===== config.mk =====
export PLATFORM = sky130hd
export DESIGN_NAME = mux_arbiter_flat
export DESIGN_NICKNAME = d
export VERILOG_FILES = /design/src/rtl/mux_arbiter_if.sv /design/src/rtl/mux_arbiter.sv /design/src/flat_wrapper.sv
export SDC_FILE = /design/constraint.sdc
export NUM_CORES = 1
export LEC_CHECK = 0
export ABC_AREA = 0
export CAP_MARGIN = 20
export CORE_ASPECT_RATIO = 1.2
export CORE_UTILIZATION = 55
export DETAILED_ROUTE_END_ITERATION = 8
export PLACE_DENSITY = 0.81
export RECOVER_POWER = 100
export SLEW_MARGIN = 0
export SYNTH_ARGS = -nofsm -noshare
export SYNTH_HDL_FRONTEND = slang
export SYNTH_SLANG_ARGS = --single-unit

===== constraint.sdc =====
create_clock -name rx_byte_clk -period 4 [get_ports rx_byte_clk]
set_input_delay 1 -clock rx_byte_clk [delete_from_list [all_inputs] [get_ports rx_byte_clk]]
set_output_delay 1 -clock rx_byte_clk [all_outputs]
set_load 0.03 [all_outputs]

===== src/rtl/mux_arbiter_if.sv =====
// Handshake and activity bundle between two frame sources and the arbiter.
// The arbiter uses the slave modport; the sources (or a bench) use master.
interface mux_arbiter_if;
    logic       arb_en;
    logic       req_chA;
    logic       req_chB;
    logic       lp_en_chA;
    logic       lp_en_chB;
    logic       sp_en_chA;
    logic       sp_en_chB;
    logic       d2c_payload_en_chA;
    logic       d2c_payload_en_chB;
    logic [5:0] dt_chA;
    logic [5:0] dt_chB;
    logic       gnt_chA;
    logic       gnt_chB;
    logic       mux_sel;
    logic       busy;
    logic       timeout_pulse;

    modport slave (
        input  arb_en, req_chA, req_chB, lp_en_chA, lp_en_chB, sp_en_chA, sp_en_chB,
               d2c_payload_en_chA, d2c_payload_en_chB, dt_chA, dt_chB,
        output gnt_chA, gnt_chB, mux_sel, busy, timeout_pulse
    );

    modport master (
        output arb_en, req_chA, req_chB, lp_en_chA, lp_en_chB, sp_en_chA, sp_en_chB,
               d2c_payload_en_chA, d2c_payload_en_chB, dt_chA, dt_chB,
        input  gnt_chA, gnt_chB, mux_sel, busy, timeout_pulse
    );
endinterface


===== src/rtl/mux_arbiter.sv =====
// Two-channel frame arbiter: round-robin grant, frame-end or inactivity release,
// then a fixed guard gap before the next grant.
module mux_arbiter #(
    parameter int unsigned GUARD_CYCLES = 4,
    parameter int unsigned TIMEOUT      = 65535
) (
    input  logic          rx_byte_clk,
    input  logic          reset_n,
    mux_arbiter_if.slave  bus
);

    typedef enum logic [1:0] {StIdle, StGrantA, StGrantB, StGuard} stateE;

    localparam logic [15:0] TimeoutVal = 16'(TIMEOUT);
    localparam logic [7:0]  GuardLoad  = 8'(GUARD_CYCLES - 1);

    stateE       stateQ, stateD;
    logic [15:0] inactCntQ, inactCntD;
    logic [7:0]  guardCntQ, guardCntD;
    logic        lastSelQ, lastSelD;
    logic        muxSelQ, muxSelD;
    logic        pulseD;
    logic        gntAQ, gntBQ, busyQ, pulseQ;

    logic        onB;
    logic        activity;
    logic        frameEnd;
    logic        pickB;

    // Only the granted channel's strobes matter; the other channel is ignored.
    assign onB      = (stateQ == StGrantB);
    assign activity = onB ? (bus.lp_en_chB | bus.sp_en_chB | bus.d2c_payload_en_chB)
                          : (bus.lp_en_chA | bus.sp_en_chA | bus.d2c_payload_en_chA);
    assign frameEnd = onB ? (bus.sp_en_chB && (bus.dt_chB == 6'h01))
                          : (bus.sp_en_chA && (bus.dt_chA == 6'h01));
    assign pickB    = bus.req_chB && (!bus.req_chA || !lastSelQ);

    always_comb begin
        stateD    = stateQ;
        inactCntD = inactCntQ;
        guardCntD = guardCntQ;
        lastSelD  = lastSelQ;
        muxSelD   = muxSelQ;
        pulseD    = 1'b0;
        unique case (stateQ)
            StIdle: begin
                inactCntD = 16'd0;
                if (bus.arb_en && (bus.req_chA || bus.req_chB)) begin
                    stateD   = pickB ? StGrantB : StGrantA;
                    muxSelD  = pickB;
                    lastSelD = pickB;
                end
            end
            StGrantA, StGrantB: begin
                if (frameEnd || (inactCntQ == TimeoutVal)) begin
                    // Frame end takes priority, so no pulse when both coincide.
                    stateD    = StGuard;
                    pulseD    = !frameEnd;
                    guardCntD = GuardLoad;
                    inactCntD = 16'd0;
                end else if (activity) begin
                    inactCntD = 16'd0;
                end else if (inactCntQ != TimeoutVal) begin
                    inactCntD = inactCntQ + 16'd1;
                end
            end
            StGuard: begin
                if (guardCntQ == 8'd0) begin
                    stateD = StIdle;
                end else begin
                    guardCntD = guardCntQ - 8'd1;
                end
            end
            default: stateD = StIdle;
        endcase
    end

    always_ff @(posedge rx_byte_clk or negedge reset_n) begin
        if (!reset_n) begin
            stateQ    <= StIdle;
            inactCntQ <= 16'd0;
            guardCntQ <= 8'd0;
            lastSelQ  <= 1'b1;
            muxSelQ   <= 1'b0;
            gntAQ     <= 1'b0;
            gntBQ     <= 1'b0;
            busyQ     <= 1'b0;
            pulseQ    <= 1'b0;
        end else begin
            stateQ    <= stateD;
            inactCntQ <= inactCntD;
            guardCntQ <= guardCntD;
            lastSelQ  <= lastSelD;
            muxSelQ   <= muxSelD;
            gntAQ     <= (stateD == StGrantA);
            gntBQ     <= (stateD == StGrantB);
            busyQ     <= (stateD != StIdle);
            pulseQ    <= pulseD;
        end
    end

    assign bus.gnt_chA       = gntAQ;
    assign bus.gnt_chB       = gntBQ;
    assign bus.mux_sel       = muxSelQ;
    assign bus.busy          = busyQ;
    assign bus.timeout_pulse = pulseQ;

endmodule


===== src/flat_wrapper.sv =====
// flat-port wrapper written by rule: the top's interface ports become plain ports
module mux_arbiter_flat 
#(
    parameter int unsigned GUARD_CYCLES = 4,
    parameter int unsigned TIMEOUT      = 65535
)
  (rx_byte_clk, reset_n, bus_arb_en, bus_req_chA, bus_req_chB, bus_lp_en_chA, bus_lp_en_chB, bus_sp_en_chA, bus_sp_en_chB, bus_d2c_payload_en_chA, bus_d2c_payload_en_chB, bus_dt_chA, bus_dt_chB, bus_gnt_chA, bus_gnt_chB, bus_mux_sel, bus_busy, bus_timeout_pulse);
  mux_arbiter_if bus_i ();
  input  logic rx_byte_clk;
  input  logic reset_n;
  input wire logic [$bits(bus_i.arb_en)-1:0] bus_arb_en;
  input wire logic [$bits(bus_i.req_chA)-1:0] bus_req_chA;
  input wire logic [$bits(bus_i.req_chB)-1:0] bus_req_chB;
  input wire logic [$bits(bus_i.lp_en_chA)-1:0] bus_lp_en_chA;
  input wire logic [$bits(bus_i.lp_en_chB)-1:0] bus_lp_en_chB;
  input wire logic [$bits(bus_i.sp_en_chA)-1:0] bus_sp_en_chA;
  input wire logic [$bits(bus_i.sp_en_chB)-1:0] bus_sp_en_chB;
  input wire logic [$bits(bus_i.d2c_payload_en_chA)-1:0] bus_d2c_payload_en_chA;
  input wire logic [$bits(bus_i.d2c_payload_en_chB)-1:0] bus_d2c_payload_en_chB;
  input wire logic [$bits(bus_i.dt_chA)-1:0] bus_dt_chA;
  input wire logic [$bits(bus_i.dt_chB)-1:0] bus_dt_chB;
  output wire logic [$bits(bus_i.gnt_chA)-1:0] bus_gnt_chA;
  output wire logic [$bits(bus_i.gnt_chB)-1:0] bus_gnt_chB;
  output wire logic [$bits(bus_i.mux_sel)-1:0] bus_mux_sel;
  output wire logic [$bits(bus_i.busy)-1:0] bus_busy;
  output wire logic [$bits(bus_i.timeout_pulse)-1:0] bus_timeout_pulse;
  assign bus_i.arb_en = bus_arb_en;
  assign bus_i.req_chA = bus_req_chA;
  assign bus_i.req_chB = bus_req_chB;
  assign bus_i.lp_en_chA = bus_lp_en_chA;
  assign bus_i.lp_en_chB = bus_lp_en_chB;
  assign bus_i.sp_en_chA = bus_sp_en_chA;
  assign bus_i.sp_en_chB = bus_sp_en_chB;
  assign bus_i.d2c_payload_en_chA = bus_d2c_payload_en_chA;
  assign bus_i.d2c_payload_en_chB = bus_d2c_payload_en_chB;
  assign bus_i.dt_chA = bus_dt_chA;
  assign bus_i.dt_chB = bus_dt_chB;
  assign bus_gnt_chA = bus_i.gnt_chA;
  assign bus_gnt_chB = bus_i.gnt_chB;
  assign bus_mux_sel = bus_i.mux_sel;
  assign bus_busy = bus_i.busy;
  assign bus_timeout_pulse = bus_i.timeout_pulse;
  mux_arbiter #(.GUARD_CYCLES(GUARD_CYCLES), .TIMEOUT(TIMEOUT)) u_core (.rx_byte_clk(rx_byte_clk), .reset_n(reset_n), .bus(bus_i));
endmodule

# After elaboration in Yosys (flattened, before gate mapping)
# Index checks and enable logic that the tools add are counted.
# word_totals
reg_bits	32
latchBits	0
ramBits	0
romBits	0
inputBits	23
out_inout_bits	5
word_cells	62
mem_count	0
# op_classes
n_addsub	2
multipliers	0
div_mod_pow	0
n_lt_le_gt_ge	0
eq_ne	12
shift	0
n_mux	16
bitwise	4
n_reduce_logical	19
# op_table
operator	count
2-to-1 mux 16 bit	3
one-hot mux 16 bit (2 select lines)	1
adder 16 x 1 -> 16 bit (second input constant)	1
equality test 16 bit (second input constant)	1
2-to-1 mux 8 bit	2
!= test 16 bit (second input constant)	1
one-hot mux 8 bit (2 select lines)	1
equality test 6 x 1 -> 1 bit (second input constant)	2
zero test 8 bit	1
2-to-1 mux 2 bit	4
subtractor 8 x 1 -> 8 bit (second input constant)	1
equality test 2 bit (second input constant)	3
one-hot mux 2 bit (3 select lines)	1
nonzero test 2 bit	3
equality test 2 x 1 -> 1 bit (second input constant)	2
logical AND 1 bit	4
2-to-1 mux 1 bit	4
!= test 4 x 1 -> 1 bit (second input constant)	1
bitwise OR 1 bit	4
AND reduction 2 bit	2
zero test 1 bit	3
logical OR 1 bit	3
AND reduction 3 bit	1
zero test 2 bit	1
3 further kinds	3

# Depth between registers and ports, before layout
# depth
word_depth	7
depth_mapped	8
ltp_nobuf	7

# Worst setup path after synthesis
# OpenSTA, ideal clock, no wires.
# synth_timing
path_type	input to register
startpoint	input port bus_sp_en_chA
endpoint	register u_core.inactCntQ[11]
setup_ns	0.069
t_arrival_ns	2.311
required_time_ns	3.931
path_slack_ns	1.620
stages	6
path_buffers	1
path_cell_list	nor4_2 -> o21ai_2 -> or3_4 -> buf_6 -> or3_1 -> nand3_1
# synth_between
elab_chain_cells	6
word_cells_on_any_way	11
classes_between	eq/ne: 1; mux: 5; bitwise: 2; reduce/logical: 3
# synth_lines
item	line_no	text
start: declaration	flat_wrapper.sv:16	input wire logic [$bits(bus_i.sp_en_chA)-1:0] bus_sp_en_chA;
bitwise OR 1 bit (2 in series)	mux_arbiter.sv:33	: (bus.lp_en_chA | bus.sp_en_chA | bus.d2c_payload_en_chA);
2-to-1 mux 1 bit	mux_arbiter.sv:32	assign activity = onB ? (bus.lp_en_chB | bus.sp_en_chB | bus.d2c_payload_en_chB)
2-to-1 mux 16 bit	mux_arbiter.sv:61	end else if (activity) begin
2-to-1 mux 16 bit	mux_arbiter.sv:55	if (frameEnd || (inactCntQ == TimeoutVal)) begin
one-hot mux 16 bit (2 select lines)	mux_arbiter.sv:45	unique case (stateQ)
end signal: assignment	mux_arbiter.sv:91	inactCntQ <= inactCntD;
end: declaration	mux_arbiter.sv:18	logic [15:0] inactCntQ, inactCntD;
# Parallel ways exist; a longest one is shown, timed or not.
# A chain may end at the register's enable or synchronous reset.

# Final worst setup path
# layout_timing
startpoint	input port bus_sp_en_chB
endpoint	register u_core.inactCntQ[7]
# layout_between
elab_chain_cells	6
word_cells_on_any_way	11
classes_between	eq/ne: 1; mux: 5; bitwise: 2; reduce/logical: 3
# layout_lines
item	line_no	text
start: declaration	flat_wrapper.sv:17	input wire logic [$bits(bus_i.sp_en_chB)-1:0] bus_sp_en_chB;
bitwise OR 1 bit (2 in series)	mux_arbiter.sv:32	
2-to-1 mux 1 bit	mux_arbiter.sv:32	
2-to-1 mux 16 bit	mux_arbiter.sv:61	
2-to-1 mux 16 bit	mux_arbiter.sv:55	
one-hot mux 16 bit (2 select lines)	mux_arbiter.sv:45	
# Parallel ways exist; a longest one is shown, timed or not.

==> flow_summary.html <==
<table>
<tr><th>Metric</th><th>Value</th></tr>
<tr><th colspan="2">Outcome</th></tr>
<tr><td>Outcome</td><td>complete, but fails checks</td></tr>
<tr><td>Violated checks</td><td>capacitance limit, slew limit</td></tr>
<tr><th colspan="2">Routing</th></tr>
<tr><td>First-pass iteration count of the detailed router</td><td>4</td></tr>
<tr><td>Routed vias/inst</td><td>6.265</td></tr>
<tr><td>Total number of vias</td><td>1748</td></tr>
<tr><td>Post-route DRC violation count</td><td>0</td></tr>
<tr><td>Routed len/inst</td><td>14.46 um</td></tr>
<tr><td>Number of DRC markers after the initial detailed-route iteration</td><td>56</td></tr>
<tr><td>Final ANT Viol Nets</td><td>0</td></tr>
<tr><td>Final routed wirelength across all metal layers</td><td>4.033 mm</td></tr>
<tr><th colspan="2">Clock tree</th></tr>
<tr><td>Number of hold buffers added after CTS</td><td>0</td></tr>
<tr><td>Sinks on Clock Net</td><td>32</td></tr>
<tr><td>Reg clk slew, reported paths</td><td>0.07 ns</td></tr>
<tr><td>Number of buffers inserted during clock tree synthesis</td><td>5</td></tr>
<tr><td>Number of buffers added for setup after CTS</td><td>0</td></tr>
<tr><td>Number of instances resized during post-cts repair</td><td>0</td></tr>
<tr><td>Clock root buffer</td><td>clkbuf_8</td></tr>
<tr><td>Longest Clk Path Bufs</td><td>2</td></tr>
<tr><td>Clock tree from TritonCTS</td><td>built</td></tr>
<tr><td>Worst-Skew Late Latency</td><td>0.29 ns</td></tr>
<tr><td>Number of levels the H-tree was split into</td><td>2</td></tr>
<tr><th colspan="2">Floorplanning</th></tr>
<tr><td>Die outline width</td><td>56.12 um</td></tr>
<tr><td>DIE AREA</td><td>3757 sq um</td></tr>
<tr><td>Standard-cell rows</td><td>23</td></tr>
<tr><td>Starting utilization of the core area</td><td>57.91%</td></tr>
<tr><td>Area of the core</td><td>3338 sq um</td></tr>
<tr><td>Die outline height</td><td>66.95 um</td></tr>
<tr><td>I/O pin count</td><td>28</td></tr>
<tr><th colspan="2">STA</th></tr>
<tr><td>Unrepaired setup endpoints after global routing</td><td>no</td></tr>
<tr><td># setup viols final</td><td>0</td></tr>
<tr><td>Hold_ws</td><td>0.4929 ns</td></tr>
<tr><td>Count of pins over their slew limit</td><td>33</td></tr>
<tr><td>Post-route setup TNS</td><td>0 ns</td></tr>
<tr><td>Worst setup slack after layout</td><td>0.8320 ns</td></tr>
<tr><td>Worst Clk Skew</td><td>0.005259 ns</td></tr>
<tr><td>Clock period minus final worst setup slack</td><td>3.168 ns</td></tr>
<tr><td>Achievable Freq</td><td>0.3157 GHz</td></tr>
<tr><td>Hold violation count in the final report</td><td>0</td></tr>
<tr><td>Worst slew slack as a fraction of its limit</td><td>-10.77%</td></tr>
<tr><td>Slew at the pin with the worst max-slew slack</td><td>1.662 ns</td></tr>
<tr><td>Share of the cycle needed by the critical path after routing</td><td>79.20%</td></tr>
<tr><th colspan="2">Synthesis</th></tr>
<tr><td>Nets in the synthesized netlist</td><td>242</td></tr>
<tr><td>Average size of a mapped cell</td><td>9.118 sq um</td></tr>
<tr><td>Number of warnings issued by yosys</td><td>0</td></tr>
<tr><td>Area share of the leading cell type in the synthesized netlist</td><td>40.13%</td></tr>
<tr><td>Top cells by instance count after synthesis</td><td>31 x dfrtp_1, 23 x nand2_1, 17 x o21ai_0</td></tr>
<tr><td>Post-synthesis instance area</td><td>1933 sq um</td></tr>
<tr><td>Fraction of the yosys area taken by sequential cells</td><td>41.49%</td></tr>
<tr><td>EDFF count, synth</td><td>0</td></tr>
<tr><td>Flip-flop cell with the highest count after synthesis</td><td>dfrtp_1</td></tr>
<tr><td>Count of cell types in the netlist</td><td>49</td></tr>
<tr><td>Share of async-settable or async-resettable flops after synthesis</td><td>100.0%</td></tr>
<tr><td>Syn Inst Count</td><td>212</td></tr>
<tr><td>Count leader, synth</td><td>dfrtp_1</td></tr>
<tr><td>Top cells by area, synth</td><td>dfrtp_1 40%, ha_1 4.5%, nand2_1 4.5%</td></tr>
<tr><td>Most area-hungry cell type in the Yosys netlist</td><td>dfrtp_1</td></tr>
<tr><td>Total of flip-flops plus latches after synthesis</td><td>32</td></tr>
<tr><th colspan="2">Placed design</th></tr>
<tr><td>Pre-CTS setup slack</td><td>0.9985 ns</td></tr>
<tr><td>Global placement routability congestion</td><td>0.8499</td></tr>
<tr><td>Buffers on Ports</td><td>27</td></tr>
<tr><td>Sum of net half-perimeters after detailed placement</td><td>2.972 mm</td></tr>
<tr><th colspan="2">Worst setup path</th></tr>
<tr><td>Crit-path slowest cell</td><td>or3_1</td></tr>
<tr><td>Arr. time, crit path</td><td>3.37 ns</td></tr>
<tr><td>Worst setup SP type</td><td>primary input</td></tr>
<tr><td>Required time reported for the critical path endpoint</td><td>4.20 ns</td></tr>
<tr><td>Delay of the slowest critical-path stage</td><td>0.59 ns</td></tr>
<tr><td>Nature of the critical path endpoint</td><td>register</td></tr>
<tr><td>Most prevalent standard cell on the critical path</td><td>o21ai_0</td></tr>
<tr><td>Crit path max fanout</td><td>13</td></tr>
<tr><td>Type of the worst setup path</td><td>primary input to register</td></tr>
<tr><td>Cells along the critical path</td><td>dlygate4sd3_1, nor4b_1, o21ai_0, or3_1, or3_2, o21ai_0</td></tr>
<tr><th colspan="2">Power and ir drop</th></tr>
<tr><td>Static Leakage</td><td>0.9856 nW</td></tr>
<tr><td>Areal power density over the cells</td><td>463.9 nW/um^2</td></tr>
<tr><td>Worst vdd rail ir drop</td><td>367.9 uV</td></tr>
<tr><td>Total power</td><td>0.001062 W</td></tr>
<tr><th colspan="2">Layout</th></tr>
<tr><td>Fraction of the core area covered by cells at the end of the flow</td><td>68.55%</td></tr>
<tr><td>Area grow syn2layout</td><td>18.38%</td></tr>
<tr><td>Final #Nets</td><td>271</td></tr>
<tr><td>Share of layout cells above drive strength 1</td><td>7.851%</td></tr>
<tr><td>Number of filler instances in the final layout</td><td>269</td></tr>
<tr><td>Final antenna diode count</td><td>0</td></tr>
<tr><th colspan="2">Worst hold path</th></tr>
<tr><td>Kind of path behind the tightest hold check</td><td>register to register</td></tr>
<tr><th colspan="2">Run</th></tr>
<tr><td>Max-cap violations</td><td>1</td></tr>
<tr><th colspan="2">Global routing</th></tr>
<tr><td>Most heavily used metal layer in global routing</td><td>met2</td></tr>
<tr><td>Global-route track usage on met2</td><td>45.39%</td></tr>
<tr><td>GR met1 Demand/Resource</td><td>25.77%</td></tr>
<tr><td>Largest net degree at the start of global routing</td><td>33</td></tr>
<tr><td>First-pass GRT wire length</td><td>6.948 mm</td></tr>
<tr><td>Final global-route overflow total</td><td>0</td></tr>
<tr><td>Overall fraction of global-route tracks in use</td><td>24.03%</td></tr>
<tr><td>Met3 routing resource usage after global routing</td><td>4.466%</td></tr>
<tr><td>Initial antenna violation count</td><td>0</td></tr>
<tr><td>Number of global-route vias before repair</td><td>1625</td></tr>
</table>
## power by group
part | internal, W | leakage [nW] | switching [W]
Sequential | 0.000367 | 0.427 | 0.0000311
Clock | 0.000137 | 0.0510 | 0.000123
Combinational | 0.000153 | 0.508 | 0.000251
## final cells by class
class / instances / area, sq um / share of cell area, %
repair buffers: 28 / 274.0 / 11.97
multi-input cells: 161 / 1025 / 44.78
well taps: 37 / 46.29 / 2.023
clock inverters: 2 / 10.01 / 0.4374
flip-flops and latches: 32 / 802.0 / 35.05
clock buffers: 6 / 82.58 / 3.609
inverters: 13 / 48.80 / 2.132
## final timing paths
check                                  from                  end  slack (ns)  cells past startpoint
max                           bus_sp_en_chB  u_core.inactCntQ[7]        0.83                      6
min                         u_core.lastSelQ      u_core.lastSelQ        0.49                      2
max reg2reg                u_core.stateQ[0]  u_core.inactCntQ[7]        1.36                      7
min reg2reg                 u_core.lastSelQ      u_core.lastSelQ        0.49                      2
max in group asynchronous           reset_n     u_core.stateQ[0]        1.37                      2
min in group asynchronous           reset_n  u_core.inactCntQ[6]        1.67                      2
## through the flow
step | std cells | area (sq um)
2_1_floorplan | 212 | 1933
3_3_place_gp | 271 | 2222
3_5_place_dp | 271 | 2222
4_1_cts | 279 | 2315
5_1_grt | 279 | 2288
6_report | 279 | 2288
## routing by layer
layer  wire length [um]  vias up  share of wire [%]
li1                   -      845                  -
met3                165        8                4.1
met1               1683      843                 42
met2               2091       52                 52
met5                  0        -                  0
met4                 92        0                2.3
## state kept, by name, indices dropped and copies added, names as in the netlist
signal                    flops
u_core.stateQ                 2
u_core.bus.busy               1
u_core.bus.mux_sel            1
u_core.bus.gnt_chA            1
u_core.guardCntQ              8
u_core.bus.gnt_chB            1
u_core.lastSelQ               1
u_core.inactCntQ             16
u_core.bus.timeout_pulse      1
## critical path: cells and delay by family
family	cells	cell delay, ns
and+or+nand+nor	3	1.41
buffers and inverters	1	0.56
AOI/OAI and AO/OA	2	0.40
## cells by family (layout without fill, tap and decap cells)
family | count (synthesis) | count (layout) | synth area share (%)
AO/OA/AOI/OAI | 56 | 56 | 19.87
adder cells (fa/ha/maj) | 7 | 7 | 4.531
buffers and inverters | 19 | 49 | 4.337
flip-flops | 32 | 32 | 41.49
AND/OR/NAND/NOR | 96 | 96 | 28.61
multiplexers | 2 | 2 | 1.165
## cells in the final DEF, fill, tap and decap left out, drive strengths merged, types with 2 or more instances in the layout
master         Yosys  routed
and4               4       4
clkbuf             3       7
dfrtp             31      31
o221ai             2       2
o211ai             2       2
and3               3       3
clkdlybuf4s50      0      18
nor2              17      17
o31ai              3       3
nand4              5       5
mux2               2       2
nand2             23      23
nand3             14      14
nand2b             3       3
clkinv             0       2
a22oi              2       2
inv               13      13
o41ai              2       2
o21ai             18      18
a32o               3       3
nor3               5       5
a21oi             11      11
ha                 7       7
or3                9       9
nor4               2       2
dlygate4sd3        0       9
a22o               8       8
nor4b              6       6
No activity file was read; power rests on OpenSTA's default activity.
